**config.mk**
```make
export PLATFORM = sky130hd
export DESIGN_NAME = acs_pmu_flat
export DESIGN_NICKNAME = d
export VERILOG_FILES = /design/src/rtl/acs_pmu_pkg.sv /design/src/rtl/acs_pmu_if.sv /design/src/rtl/acs_butterfly.sv /design/src/rtl/acs_pmu.sv /design/src/flat_wrapper.sv
export SDC_FILE = /design/constraint.sdc
export NUM_CORES = 1
export LEC_CHECK = 0
export ABC_AREA = 1
export ABC_CLOCK_PERIOD_IN_PS = 13200
export CORE_ASPECT_RATIO = 0.6
export CORE_MARGIN = 4
export CORE_UTILIZATION = 30
export DETAILED_ROUTE_END_ITERATION = 16
export SETUP_SLACK_MARGIN = 0.5
export SYNTH_ARGS = -nofsm -noshare
export SYNTH_HDL_FRONTEND = slang
export SYNTH_SLANG_ARGS = --single-unit
```
**constraint.sdc**
```tcl
create_clock -name clk_i -period 13.2 [get_ports clk_i]
set_input_delay 1.98 -clock clk_i [delete_from_list [all_inputs] [get_ports clk_i]]
set_output_delay 1.98 -clock clk_i [all_outputs]
set_load 0.02 [all_outputs]
```
**src/rtl/acs_pmu_pkg.sv**
```systemverilog
`default_nettype none
// +----------------------------------------------------------------------+
// | acs_pmu_pkg : shared widths, state encoding and branch labels        |
// | Rev 1.0                                                              |
// +----------------------------------------------------------------------+
package acs_pmu_pkg;

    localparam int PM_W    = 6;
    localparam int PM_INIT = 16;

    typedef enum logic [1:0] {
        S0 = 2'd0,
        S1 = 2'd1,
        S2 = 2'd2,
        S3 = 2'd3
    } state_t;

    // Encoder output pair expected on each trellis branch (from_to).
    localparam logic [1:0] LBL_S0_S0 = 2'b00;
    localparam logic [1:0] LBL_S0_S2 = 2'b11;
    localparam logic [1:0] LBL_S1_S0 = 2'b11;
    localparam logic [1:0] LBL_S1_S2 = 2'b00;
    localparam logic [1:0] LBL_S2_S1 = 2'b10;
    localparam logic [1:0] LBL_S2_S3 = 2'b01;
    localparam logic [1:0] LBL_S3_S1 = 2'b01;
    localparam logic [1:0] LBL_S3_S3 = 2'b10;

    // Hard-decision Hamming distance between a received pair and a label.
    function automatic logic [1:0] branch_metric(input logic [1:0] rx,
                                                 input logic [1:0] label);
        logic [1:0] d;
        d = rx ^ label;
        return {1'b0, d[1]} + {1'b0, d[0]};
    endfunction

endpackage
`default_nettype wire

```
**src/rtl/acs_pmu_if.sv**
```systemverilog
`default_nettype none
// +----------------------------------------------------------------------+
// | acs_pmu_if : branch-metric input and decision output bundle          |
// | Rev 1.0                                                              |
// +----------------------------------------------------------------------+
interface acs_pmu_if #(
    parameter int PM_W = acs_pmu_pkg::PM_W
);
    logic            valid_i;
    logic            start_i;
    logic            last_i;
    logic [1:0]      bm_s0_s0_i;
    logic [1:0]      bm_s1_s0_i;
    logic [1:0]      bm_s2_s1_i;
    logic [1:0]      bm_s3_s1_i;
    logic [1:0]      bm_s0_s2_i;
    logic [1:0]      bm_s1_s2_i;
    logic [1:0]      bm_s2_s3_i;
    logic [1:0]      bm_s3_s3_i;
    logic [3:0]      dec_o;
    logic            dec_valid_o;
    logic            last_o;
    logic [1:0]      best_state_o;
    logic [PM_W-1:0] pm0_o;
    logic [PM_W-1:0] pm1_o;
    logic [PM_W-1:0] pm2_o;
    logic [PM_W-1:0] pm3_o;

    modport master (
        output valid_i, start_i, last_i,
        output bm_s0_s0_i, bm_s1_s0_i, bm_s2_s1_i, bm_s3_s1_i,
        output bm_s0_s2_i, bm_s1_s2_i, bm_s2_s3_i, bm_s3_s3_i,
        input  dec_o, dec_valid_o, last_o, best_state_o,
        input  pm0_o, pm1_o, pm2_o, pm3_o
    );

    modport slave (
        input  valid_i, start_i, last_i,
        input  bm_s0_s0_i, bm_s1_s0_i, bm_s2_s1_i, bm_s3_s1_i,
        input  bm_s0_s2_i, bm_s1_s2_i, bm_s2_s3_i, bm_s3_s3_i,
        output dec_o, dec_valid_o, last_o, best_state_o,
        output pm0_o, pm1_o, pm2_o, pm3_o
    );

endinterface
`default_nettype wire

```
**src/rtl/acs_butterfly.sv**
```systemverilog
`default_nettype none
// +----------------------------------------------------------------------+
// | acs_butterfly : add-compare-select for one trellis state             |
// | Rev 1.0                                                              |
// +----------------------------------------------------------------------+
module acs_butterfly #(
    parameter int PM_W = 6
) (
    input  wire logic [PM_W-1:0] pm_up,
    input  wire logic [PM_W-1:0] pm_lo,
    input  wire logic [1:0]      bm_up,
    input  wire logic [1:0]      bm_lo,
    output logic      [PM_W:0]   pm_new,
    output logic                 dec
);

    logic [PM_W:0] w_sum_up;
    logic [PM_W:0] w_sum_lo;

    assign w_sum_up = {1'b0, pm_up} + {{(PM_W-1){1'b0}}, bm_up};
    assign w_sum_lo = {1'b0, pm_lo} + {{(PM_W-1){1'b0}}, bm_lo};

    // Strict less-than so a tie keeps the upper predecessor.
    assign dec    = (w_sum_lo < w_sum_up);
    assign pm_new = dec ? w_sum_lo : w_sum_up;

endmodule
`default_nettype wire

```
**src/rtl/acs_pmu.sv**
```systemverilog
`default_nettype none
// +----------------------------------------------------------------------+
// | acs_pmu : 4-state Viterbi ACS with path-metric normalization         |
// | Rev 1.0                                                              |
// +----------------------------------------------------------------------+
module acs_pmu #(
    parameter int PM_W    = acs_pmu_pkg::PM_W,
    parameter int PM_INIT = acs_pmu_pkg::PM_INIT
) (
    input  wire logic  clk_i,
    input  wire logic  rst_ni,
    acs_pmu_if.slave   bus
);
    import acs_pmu_pkg::*;

    localparam logic [PM_W-1:0] HALF_PM = {1'b1, {(PM_W-1){1'b0}}};
    localparam logic [PM_W-1:0] INIT_PM = PM_INIT[PM_W-1:0];

    logic [PM_W-1:0] r_pm [4];
    logic [3:0]      r_dec;
    logic            r_dec_valid;
    logic            r_last;
    state_t          r_best;

    logic [PM_W-1:0] w_old   [4];
    logic [1:0]      w_bm_up [4];
    logic [1:0]      w_bm_lo [4];
    logic [PM_W:0]   w_sum   [4];
    logic [3:0]      w_dec;
    logic            w_norm;
    logic [PM_W-1:0] w_new   [4];
    logic [PM_W-1:0] w_min;
    state_t          w_best;

    // A frame start discards whatever the registers hold.
    always_comb begin
        for (int k = 0; k < 4; k++) begin
            w_old[k] = r_pm[k];
        end
        if (bus.start_i) begin
            w_old[0] = '0;
            w_old[1] = INIT_PM;
            w_old[2] = INIT_PM;
            w_old[3] = INIT_PM;
        end
    end

    assign w_bm_up[0] = bus.bm_s0_s0_i;
    assign w_bm_lo[0] = bus.bm_s1_s0_i;
    assign w_bm_up[1] = bus.bm_s2_s1_i;
    assign w_bm_lo[1] = bus.bm_s3_s1_i;
    assign w_bm_up[2] = bus.bm_s0_s2_i;
    assign w_bm_lo[2] = bus.bm_s1_s2_i;
    assign w_bm_up[3] = bus.bm_s2_s3_i;
    assign w_bm_lo[3] = bus.bm_s3_s3_i;

    // Even states are fed by s0/s1, odd states by s2/s3.
    for (genvar k = 0; k < 4; k++) begin : g_bfly
        localparam int UP = (k % 2) * 2;
        acs_butterfly #(
            .PM_W   (PM_W)
        ) u_bfly (
            .pm_up  (w_old[UP]),
            .pm_lo  (w_old[UP+1]),
            .bm_up  (w_bm_up[k]),
            .bm_lo  (w_bm_lo[k]),
            .pm_new (w_sum[k]),
            .dec    (w_dec[k])
        );
    end

    always_comb begin
        w_norm = 1'b1;
        for (int k = 0; k < 4; k++) begin
            if (w_sum[k] < {1'b0, HALF_PM}) begin
                w_norm = 1'b0;
            end
        end
        // Metric spread keeps every selected sum below 2^PM_W, so the top bit is always clear.
        for (int k = 0; k < 4; k++) begin
            w_new[k] = w_sum[k][PM_W-1:0] - (w_norm ? HALF_PM : '0);
        end
    end

    always_comb begin
        w_min  = w_new[0];
        w_best = S0;
        for (int k = 1; k < 4; k++) begin
            if (w_new[k] < w_min) begin
                w_min  = w_new[k];
                w_best = state_t'(k[1:0]);
            end
        end
    end

    always_ff @(posedge clk_i or negedge rst_ni) begin
        if (!rst_ni) begin
            r_pm[0]     <= '0;
            r_pm[1]     <= INIT_PM;
            r_pm[2]     <= INIT_PM;
            r_pm[3]     <= INIT_PM;
            r_dec       <= '0;
            r_dec_valid <= 1'b0;
            r_last      <= 1'b0;
            r_best      <= S0;
        end else begin
            r_dec_valid <= bus.valid_i;
            r_last      <= bus.valid_i & bus.last_i;
            if (bus.valid_i) begin
                for (int k = 0; k < 4; k++) begin
                    r_pm[k] <= w_new[k];
                end
                r_dec  <= w_dec;
                r_best <= w_best;
            end
        end
    end

    assign bus.pm0_o        = r_pm[0];
    assign bus.pm1_o        = r_pm[1];
    assign bus.pm2_o        = r_pm[2];
    assign bus.pm3_o        = r_pm[3];
    assign bus.dec_o        = r_dec;
    assign bus.dec_valid_o  = r_dec_valid;
    assign bus.last_o       = r_last;
    assign bus.best_state_o = r_best;

endmodule
`default_nettype wire

```
**src/flat_wrapper.sv**
```systemverilog
// flat-port wrapper written by rule: the top's interface ports become plain ports
module acs_pmu_flat import acs_pmu_pkg::*;
#(
    parameter int PM_W    = acs_pmu_pkg::PM_W,
    parameter int PM_INIT = acs_pmu_pkg::PM_INIT
)
  (clk_i, rst_ni, bus_valid_i, bus_start_i, bus_last_i, bus_bm_s0_s0_i, bus_bm_s1_s0_i, bus_bm_s2_s1_i, bus_bm_s3_s1_i, bus_bm_s0_s2_i, bus_bm_s1_s2_i, bus_bm_s2_s3_i, bus_bm_s3_s3_i, bus_dec_o, bus_dec_valid_o, bus_last_o, bus_best_state_o, bus_pm0_o, bus_pm1_o, bus_pm2_o, bus_pm3_o);
  acs_pmu_if #(.PM_W(PM_W)) bus_i ();
  input  wire logic clk_i;
  input  wire logic rst_ni;
  input wire logic [$bits(bus_i.valid_i)-1:0] bus_valid_i;
  input wire logic [$bits(bus_i.start_i)-1:0] bus_start_i;
  input wire logic [$bits(bus_i.last_i)-1:0] bus_last_i;
  input wire logic [$bits(bus_i.bm_s0_s0_i)-1:0] bus_bm_s0_s0_i;
  input wire logic [$bits(bus_i.bm_s1_s0_i)-1:0] bus_bm_s1_s0_i;
  input wire logic [$bits(bus_i.bm_s2_s1_i)-1:0] bus_bm_s2_s1_i;
  input wire logic [$bits(bus_i.bm_s3_s1_i)-1:0] bus_bm_s3_s1_i;
  input wire logic [$bits(bus_i.bm_s0_s2_i)-1:0] bus_bm_s0_s2_i;
  input wire logic [$bits(bus_i.bm_s1_s2_i)-1:0] bus_bm_s1_s2_i;
  input wire logic [$bits(bus_i.bm_s2_s3_i)-1:0] bus_bm_s2_s3_i;
  input wire logic [$bits(bus_i.bm_s3_s3_i)-1:0] bus_bm_s3_s3_i;
  output wire logic [$bits(bus_i.dec_o)-1:0] bus_dec_o;
  output wire logic [$bits(bus_i.dec_valid_o)-1:0] bus_dec_valid_o;
  output wire logic [$bits(bus_i.last_o)-1:0] bus_last_o;
  output wire logic [$bits(bus_i.best_state_o)-1:0] bus_best_state_o;
  output wire logic [$bits(bus_i.pm0_o)-1:0] bus_pm0_o;
  output wire logic [$bits(bus_i.pm1_o)-1:0] bus_pm1_o;
  output wire logic [$bits(bus_i.pm2_o)-1:0] bus_pm2_o;
  output wire logic [$bits(bus_i.pm3_o)-1:0] bus_pm3_o;
  assign bus_i.valid_i = bus_valid_i;
  assign bus_i.start_i = bus_start_i;
  assign bus_i.last_i = bus_last_i;
  assign bus_i.bm_s0_s0_i = bus_bm_s0_s0_i;
  assign bus_i.bm_s1_s0_i = bus_bm_s1_s0_i;
  assign bus_i.bm_s2_s1_i = bus_bm_s2_s1_i;
  assign bus_i.bm_s3_s1_i = bus_bm_s3_s1_i;
  assign bus_i.bm_s0_s2_i = bus_bm_s0_s2_i;
  assign bus_i.bm_s1_s2_i = bus_bm_s1_s2_i;
  assign bus_i.bm_s2_s3_i = bus_bm_s2_s3_i;
  assign bus_i.bm_s3_s3_i = bus_bm_s3_s3_i;
  assign bus_dec_o = bus_i.dec_o;
  assign bus_dec_valid_o = bus_i.dec_valid_o;
  assign bus_last_o = bus_i.last_o;
  assign bus_best_state_o = bus_i.best_state_o;
  assign bus_pm0_o = bus_i.pm0_o;
  assign bus_pm1_o = bus_i.pm1_o;
  assign bus_pm2_o = bus_i.pm2_o;
  assign bus_pm3_o = bus_i.pm3_o;
  acs_pmu #(.PM_W(PM_W), .PM_INIT(PM_INIT)) u_core (.clk_i(clk_i), .rst_ni(rst_ni), .bus(bus_i));
endmodule
```
# [Word level (Yosys, flattened, before mapping)]
# Index checks and enable logic that the tools add are counted.
[word_totals] ff_bits=32 input_bits=21 output_inout_bits=32 wordCells=47
[classes] addsub=12 order_cmp=11 mux=15 bitwise=1
[ops] op="$add A6 B2 Y7" count=8
[ops] op="$lt A7 B6 Y1 const B" count=4
[ops] op="$lt A7 B7 Y1" count=4
[ops] op="$mux W7" count=4
[ops] op="$mux W24" count=1
[ops] op="$sub A6 B6 Y6" count=4
[ops] op="$lt A6 B6 Y1" count=3
[ops] op="$mux W6" count=3
[ops] op="$mux W1" count=5
[ops] op="$mux W2" count=2
[ops] op="$and A1 B1 Y1" count=1

# [Depth between registers and ports, before layout]
[logic_depth] ltp_word=17 mapped_depth=47 mapped_depth_nobuf=43

# [By module]
# From an unflattened synthesis, not the netlist that was laid out.
[hier_totals] cells_unflattened=685 area_unflattened_um2=4350.4
[by_module_without_submodules] mod="acs_butterfly" n_inst=4 cells_each=106 area_per_inst_um2=609.3 seq_area_each_um2=0.0
[by_module_without_submodules] mod="acs_pmu" n_inst=1 cells_each=261 area_per_inst_um2=1913.1 seq_area_each_um2=804.5

# [Worst setup path before layout]
# No wires, ideal clock.
[synth_path] path_type="input to register" start="in bus_start_i" end="reg u_core.r_best[1], in the netlist u_core.bus.best_state_o[1]" setup_time_ps=65 t_arrival_ps=7064 t_required_ps=13135 slack_ps=6071 cell_stages=43 path_buffers=5 path_cell_list="inv_2 buf_6 buf_6 a21oi_1 inv_1 nand2_1 inv_1 ha_1 inv_1 nand2_1 nand2_1 xor2_1 ha_1 a21oi_1 or2_2 nand3_1 clkbuf_1 nand2_1 [... 7 more ...] nand2_1 o21ai_0 ha_1 a21oi_1 nor2_1 a211oi_1 nand2_1 buf_2 nand2_1 o21ai_1 ha_1 nand2_1 inv_1 nand2_1 nand3_1 a31oi_1 nand2_1 nand2_1"
[synth_between] word_cells_on_any_way=37 classes_between="12 x add/sub; 11 x order compare; 14 x mux"
[synth_lines] element="start: declaration" line_no="flat_wrapper.sv:12" rtl="input wire logic [$bits(bus_i.start_i)-1:0] bus_start_i;"
[synth_lines] element="$mux W24 (*)" line_no="acs_pmu.sv:40" rtl="if (bus.start_i) begin"
[synth_lines] element="$add A6 B2 Y7 (on tied branches)" line_no="acs_butterfly.sv:21, acs_butterfly.sv:20"
[synth_lines] element="$lt A7 B7 Y1" line_no="acs_butterfly.sv:24" rtl="assign dec = (w_sum_lo < w_sum_up);"
[synth_lines] element="$mux W7 (*)" line_no="acs_butterfly.sv:25" rtl="assign pm_new = dec ? w_sum_lo : w_sum_up;"
[synth_lines] element="via u_core.g_bfly[1].u_bfly.pm_new[4]" line_no="acs_butterfly.sv:13" rtl="output logic [PM_W:0] pm_new,"
[synth_lines] element="$lt A7 B6 Y1" line_no="acs_pmu.sv:75" rtl="if (w_sum[k] < {1'b0, HALF_PM}) begin"
[synth_lines] element="$mux W1 (3 in a row)" line_no="acs_pmu.sv:75"
[synth_lines] element="$mux W6" line_no="acs_pmu.sv:81" rtl="w_new[k] = w_sum[k][PM_W-1:0] - (w_norm ? HALF_PM : '0);"
[synth_lines] element="$sub A6 B6 Y6" line_no="acs_pmu.sv:81"
[synth_lines] element="$lt A6 B6 Y1" line_no="acs_pmu.sv:89" rtl="if (w_new[k] < w_min) begin"
[synth_lines] element="$mux W6" line_no="acs_pmu.sv:89"
[synth_lines] element="$lt A6 B6 Y1" line_no="acs_pmu.sv:89"
[synth_lines] element="$mux W6" line_no="acs_pmu.sv:89"
[synth_lines] element="$lt A6 B6 Y1" line_no="acs_pmu.sv:89"
[synth_lines] element="$mux W2 (*)" line_no="acs_pmu.sv:89"
[synth_lines] element="end signal: assignment" line_no="acs_pmu.sv:114" rtl="r_best <= w_best;"
[synth_lines] element="end: declaration" line_no="acs_pmu.sv:23" rtl="state_t r_best;"
# The timed path passes the listed nets; every way through them passes the cells marked *.
# A chain may end at the register's enable or synchronous reset.

# [Final worst setup path]
[layout_path] start="in bus_start_i" end="reg u_core.r_best[1], in the netlist u_core.bus.best_state_o[1]"
[layout_between] elab_chain_len=17 word_cells_on_any_way=37 classes_between="12 x add/sub; 11 x order compare; 14 x mux"
[layout_lines] element="$mux W24 (*)" line_no="acs_pmu.sv:40"
[layout_lines] element="$add A6 B2 Y7 (on tied branches)" line_no="acs_butterfly.sv:21, acs_butterfly.sv:20"
[layout_lines] element="$lt A7 B7 Y1" line_no="acs_butterfly.sv:24"
[layout_lines] element="$mux W7" line_no="acs_butterfly.sv:25"
[layout_lines] element="$lt A7 B6 Y1" line_no="acs_pmu.sv:75"
[layout_lines] element="$mux W1 (4 in a row)" line_no="acs_pmu.sv:75"
[layout_lines] element="$mux W6" line_no="acs_pmu.sv:81"
[layout_lines] element="$sub A6 B6 Y6" line_no="acs_pmu.sv:81"
[layout_lines] element="$lt A6 B6 Y1" line_no="acs_pmu.sv:89"
[layout_lines] element="$mux W6" line_no="acs_pmu.sv:89"
[layout_lines] element="$lt A6 B6 Y1" line_no="acs_pmu.sv:89"
[layout_lines] element="$mux W6" line_no="acs_pmu.sv:89"
[layout_lines] element="$lt A6 B6 Y1" line_no="acs_pmu.sv:89"
[layout_lines] element="$mux W2 (*)" line_no="acs_pmu.sv:89"
# Every way passes the cells marked *; elsewhere a longest branch is shown, timed or not.

==> metrics.cfg <==
[cts]
cts.clk_slew.worst_paths_ns=0.06
numCtsBuffers=5
cts_tree=built
cts_setup_buffers=0
cts.htree.levels=2
clock-sinks=32
clkLatencyLatePin_ns=0.29
root_buffer=clkbuf_16
clk_path_buf_depth=2
cts_resized=0
ctsHoldBuffers=0

[floorplan]
ios=53
core_sq_um=12400
start_util_pct=31.5
placementRows=31
die_w_microns=155
die_area_sq_um=14900
die_h_microns=96.2

[worst_setup_path]
cpLargestDelayFamily=simple AND/OR/NAND/NOR gates
critPathMostFrequentCell=nand2_1
critPathSlowestCell=clkdlybuf4s50_1
cp_max_fo=22
path_class=in2reg
end_kind=flip-flop
slowest_delay_ns=0.77
worst-path-buf-inv=6
required_ns=13.43
arrival_ns=9.57
worstSetupStartpointType=primary input

[final_layout]
antenna_cells=0
fillerInstances=1312
nets=735
drive_gt1_share_pct=4.83
syn_to_final_growth_pct=21.2

[detailed_routing]
wl_per_cell_microns=15.1
via_count=4030
post-route-drc-count=0
firstDrtPassIters=5
vias_per_cell=4.87
drtIter0Drc=297
antenna_left=0
wl_microns=12500

[logic_synthesis]
yosysMostFrequentCell=nand2_1
netlist_area_sq_um=3890
yosysUniqueCellTypes=38
synth_flop_cell=dfrtp_1
ys_seq_area_share_pct=20.7
yosysTopAreaCellShare_pct=19.4
synth_edf_count=0
ys_ff_latch=32
netlist_top_cells_count=nand2_1, inv_1, ha_1
yosys-top-cells-area=nand2_1, dfrtp_1, ha_1
synth_nets=687
syn_inst=613
synth_top_area_cell=nand2_1
syn_area_per_cell_sq_um=6.35
synthArstFlopShare_pct=100
ys_warn_count=0

[sta]
min_period_over_period_pct=70.8
rsz0062_at_grt=no
min_period_ns=9.34
report.final.setup_viol=0
fin_tns_setup_ns=0
relSlewSlack_pct=44.4
clock_skew_ns=0.00406
finalHoldViolations=0
drv_slew=0
worst_pin_slew_ns=0.825
fmax_ghz=0.107

[run_status]
outcome=completed

[placement]
gp_congestion=0.903
io_buffers=52
dp_hpwl_microns=10300

[global_routing]
grt-ovfl-total=0
antenna_found_initial=0
grt_pass1_wl_microns=19700
grtUsageTotal_pct=17.2
grt_max_degree=49
grt_pass1_vias=3681

[run]
cap_violations=0

[hold_path]
hold_class=reg2reg

==> layout by cell type, fill, tap and decap left out, types with 2 or more instances in the layout <==
cell,netlist,final
a21oi_1,23,23
a31oi_1,2,2
and2_1,2,2
buf_4,1,3
clkbuf_16,0,5
clkdlybuf4s50_1,0,52
clkinv_1,2,2
clkinv_2,0,2
dfrtp_1,29,29
dfstp_2,3,3
ha_1,53,53
inv_1,98,98
inv_2,2,2
nand2_1,201,201
nand2_2,4,4
nand3_1,36,36
nand3_2,2,2
nand4_1,8,8
nor2_1,30,30
nor2_2,2,2
nor3_1,3,3
o21ai_0,51,51
o21ai_1,6,6
or2_2,3,3
xnor2_1,3,3
xor2_1,24,24
==> state kept, by name, indices dropped and copies added (netlist names) <==
| register | cells |
|---|---|
| u_core.bus.pm3_o | 6 |
| u_core.bus.best_state_o | 2 |
| u_core.bus.dec_valid_o | 1 |
| u_core.bus.pm1_o | 6 |
| u_core.bus.pm0_o | 6 |
| u_core.bus.pm2_o | 6 |
| u_core.bus.dec_o | 4 |
| u_core.bus.last_o | 1 |
==> per-stage QoR <==
step / cell area (sq um) / worst slack, ns / cells / util [%] / hold slack [ns]
4_1_cts: 4720 / 4.03 / 827 / 38.1 / 0.490
5_1_grt: 4720 / 3.24 / 827 / 38.1 / 0.523
2_1_floorplan: 3890 / 6.07 / 613 / - / 0.530
6_report: 4720 / 3.86 / 827 / 38.1 / 0.484
3_3_place_gp: 4570 / 4.20 / 819 / 36.9 / 0.469
3_5_place_dp: 4570 / 3.79 / 819 / 36.9 / 0.476
==> final timing paths <==
check / to / slack, ns / depth (start not counted) / start
hold / removal: u_core.bus.dec_o[1] / 0.48 / 2 / u_core.bus.dec_o[1]
setup reg to reg: u_core.bus.best_state_o[1] / 6.44 / 36 / u_core.bus.pm1_o[1]
hold reg to reg: u_core.bus.dec_o[1] / 0.48 / 2 / u_core.bus.dec_o[1]
max in group asynchronous: u_core.bus.pm2_o[4] / 10.74 / 2 / rst_ni
setup / recovery: u_core.bus.best_state_o[1] / 3.86 / 38 / bus_start_i
min in group asynchronous: u_core.bus.best_state_o[1] / 2.10 / 2 / rst_ni
==> metal layers <==
metal	GRT usage, %	vias to the layer above	wire length (microns)
met5	0	-	0
met4	3.01	0	126
met3	6.33	17	1330
met2	21.9	156	4340
met1	26.8	1811	6690
li1	-	2046	-
==> logic make-up after synthesis <==
group | share of synthesized area [%]
buffers and inverters | 11.7
DFF | 20.7
AOI/OAI and AO/OA | 11.8
adders and majority gates | 17.0
and+or+nand+nor | 32.2
xor gates and xnor gates | 6.49
==> area by class of cell <==
cell class | instances | area, sq um | share of cell area (%)
multi-input cells | 465 | 2630 | 55.8
flip-flops and latches | 32 | 805 | 17.1
repair buffers | 55 | 543 | 11.5
inverters | 102 | 383 | 8.12
well taps | 165 | 206 | 4.38
clock buffers | 6 | 139 | 2.94
clock inverters | 2 | 10.0 | 0.212
==> worst reg2reg max path: cells and delay by family, from the launching register on <==
family	cells	cell delay, ns
AOI/OAI and AO/OA	9	2.06
xor gates and xnor gates	1	0.39
adders and majority gates	5	1.46
buffers and inverters	4	0.22
DFF	1	0.45
and+or+nand+nor	17	2.13
Power is left out: the tool's default activity adds up to more than one toggle a clock period on the data nets, which glitch-free logic cannot reach.
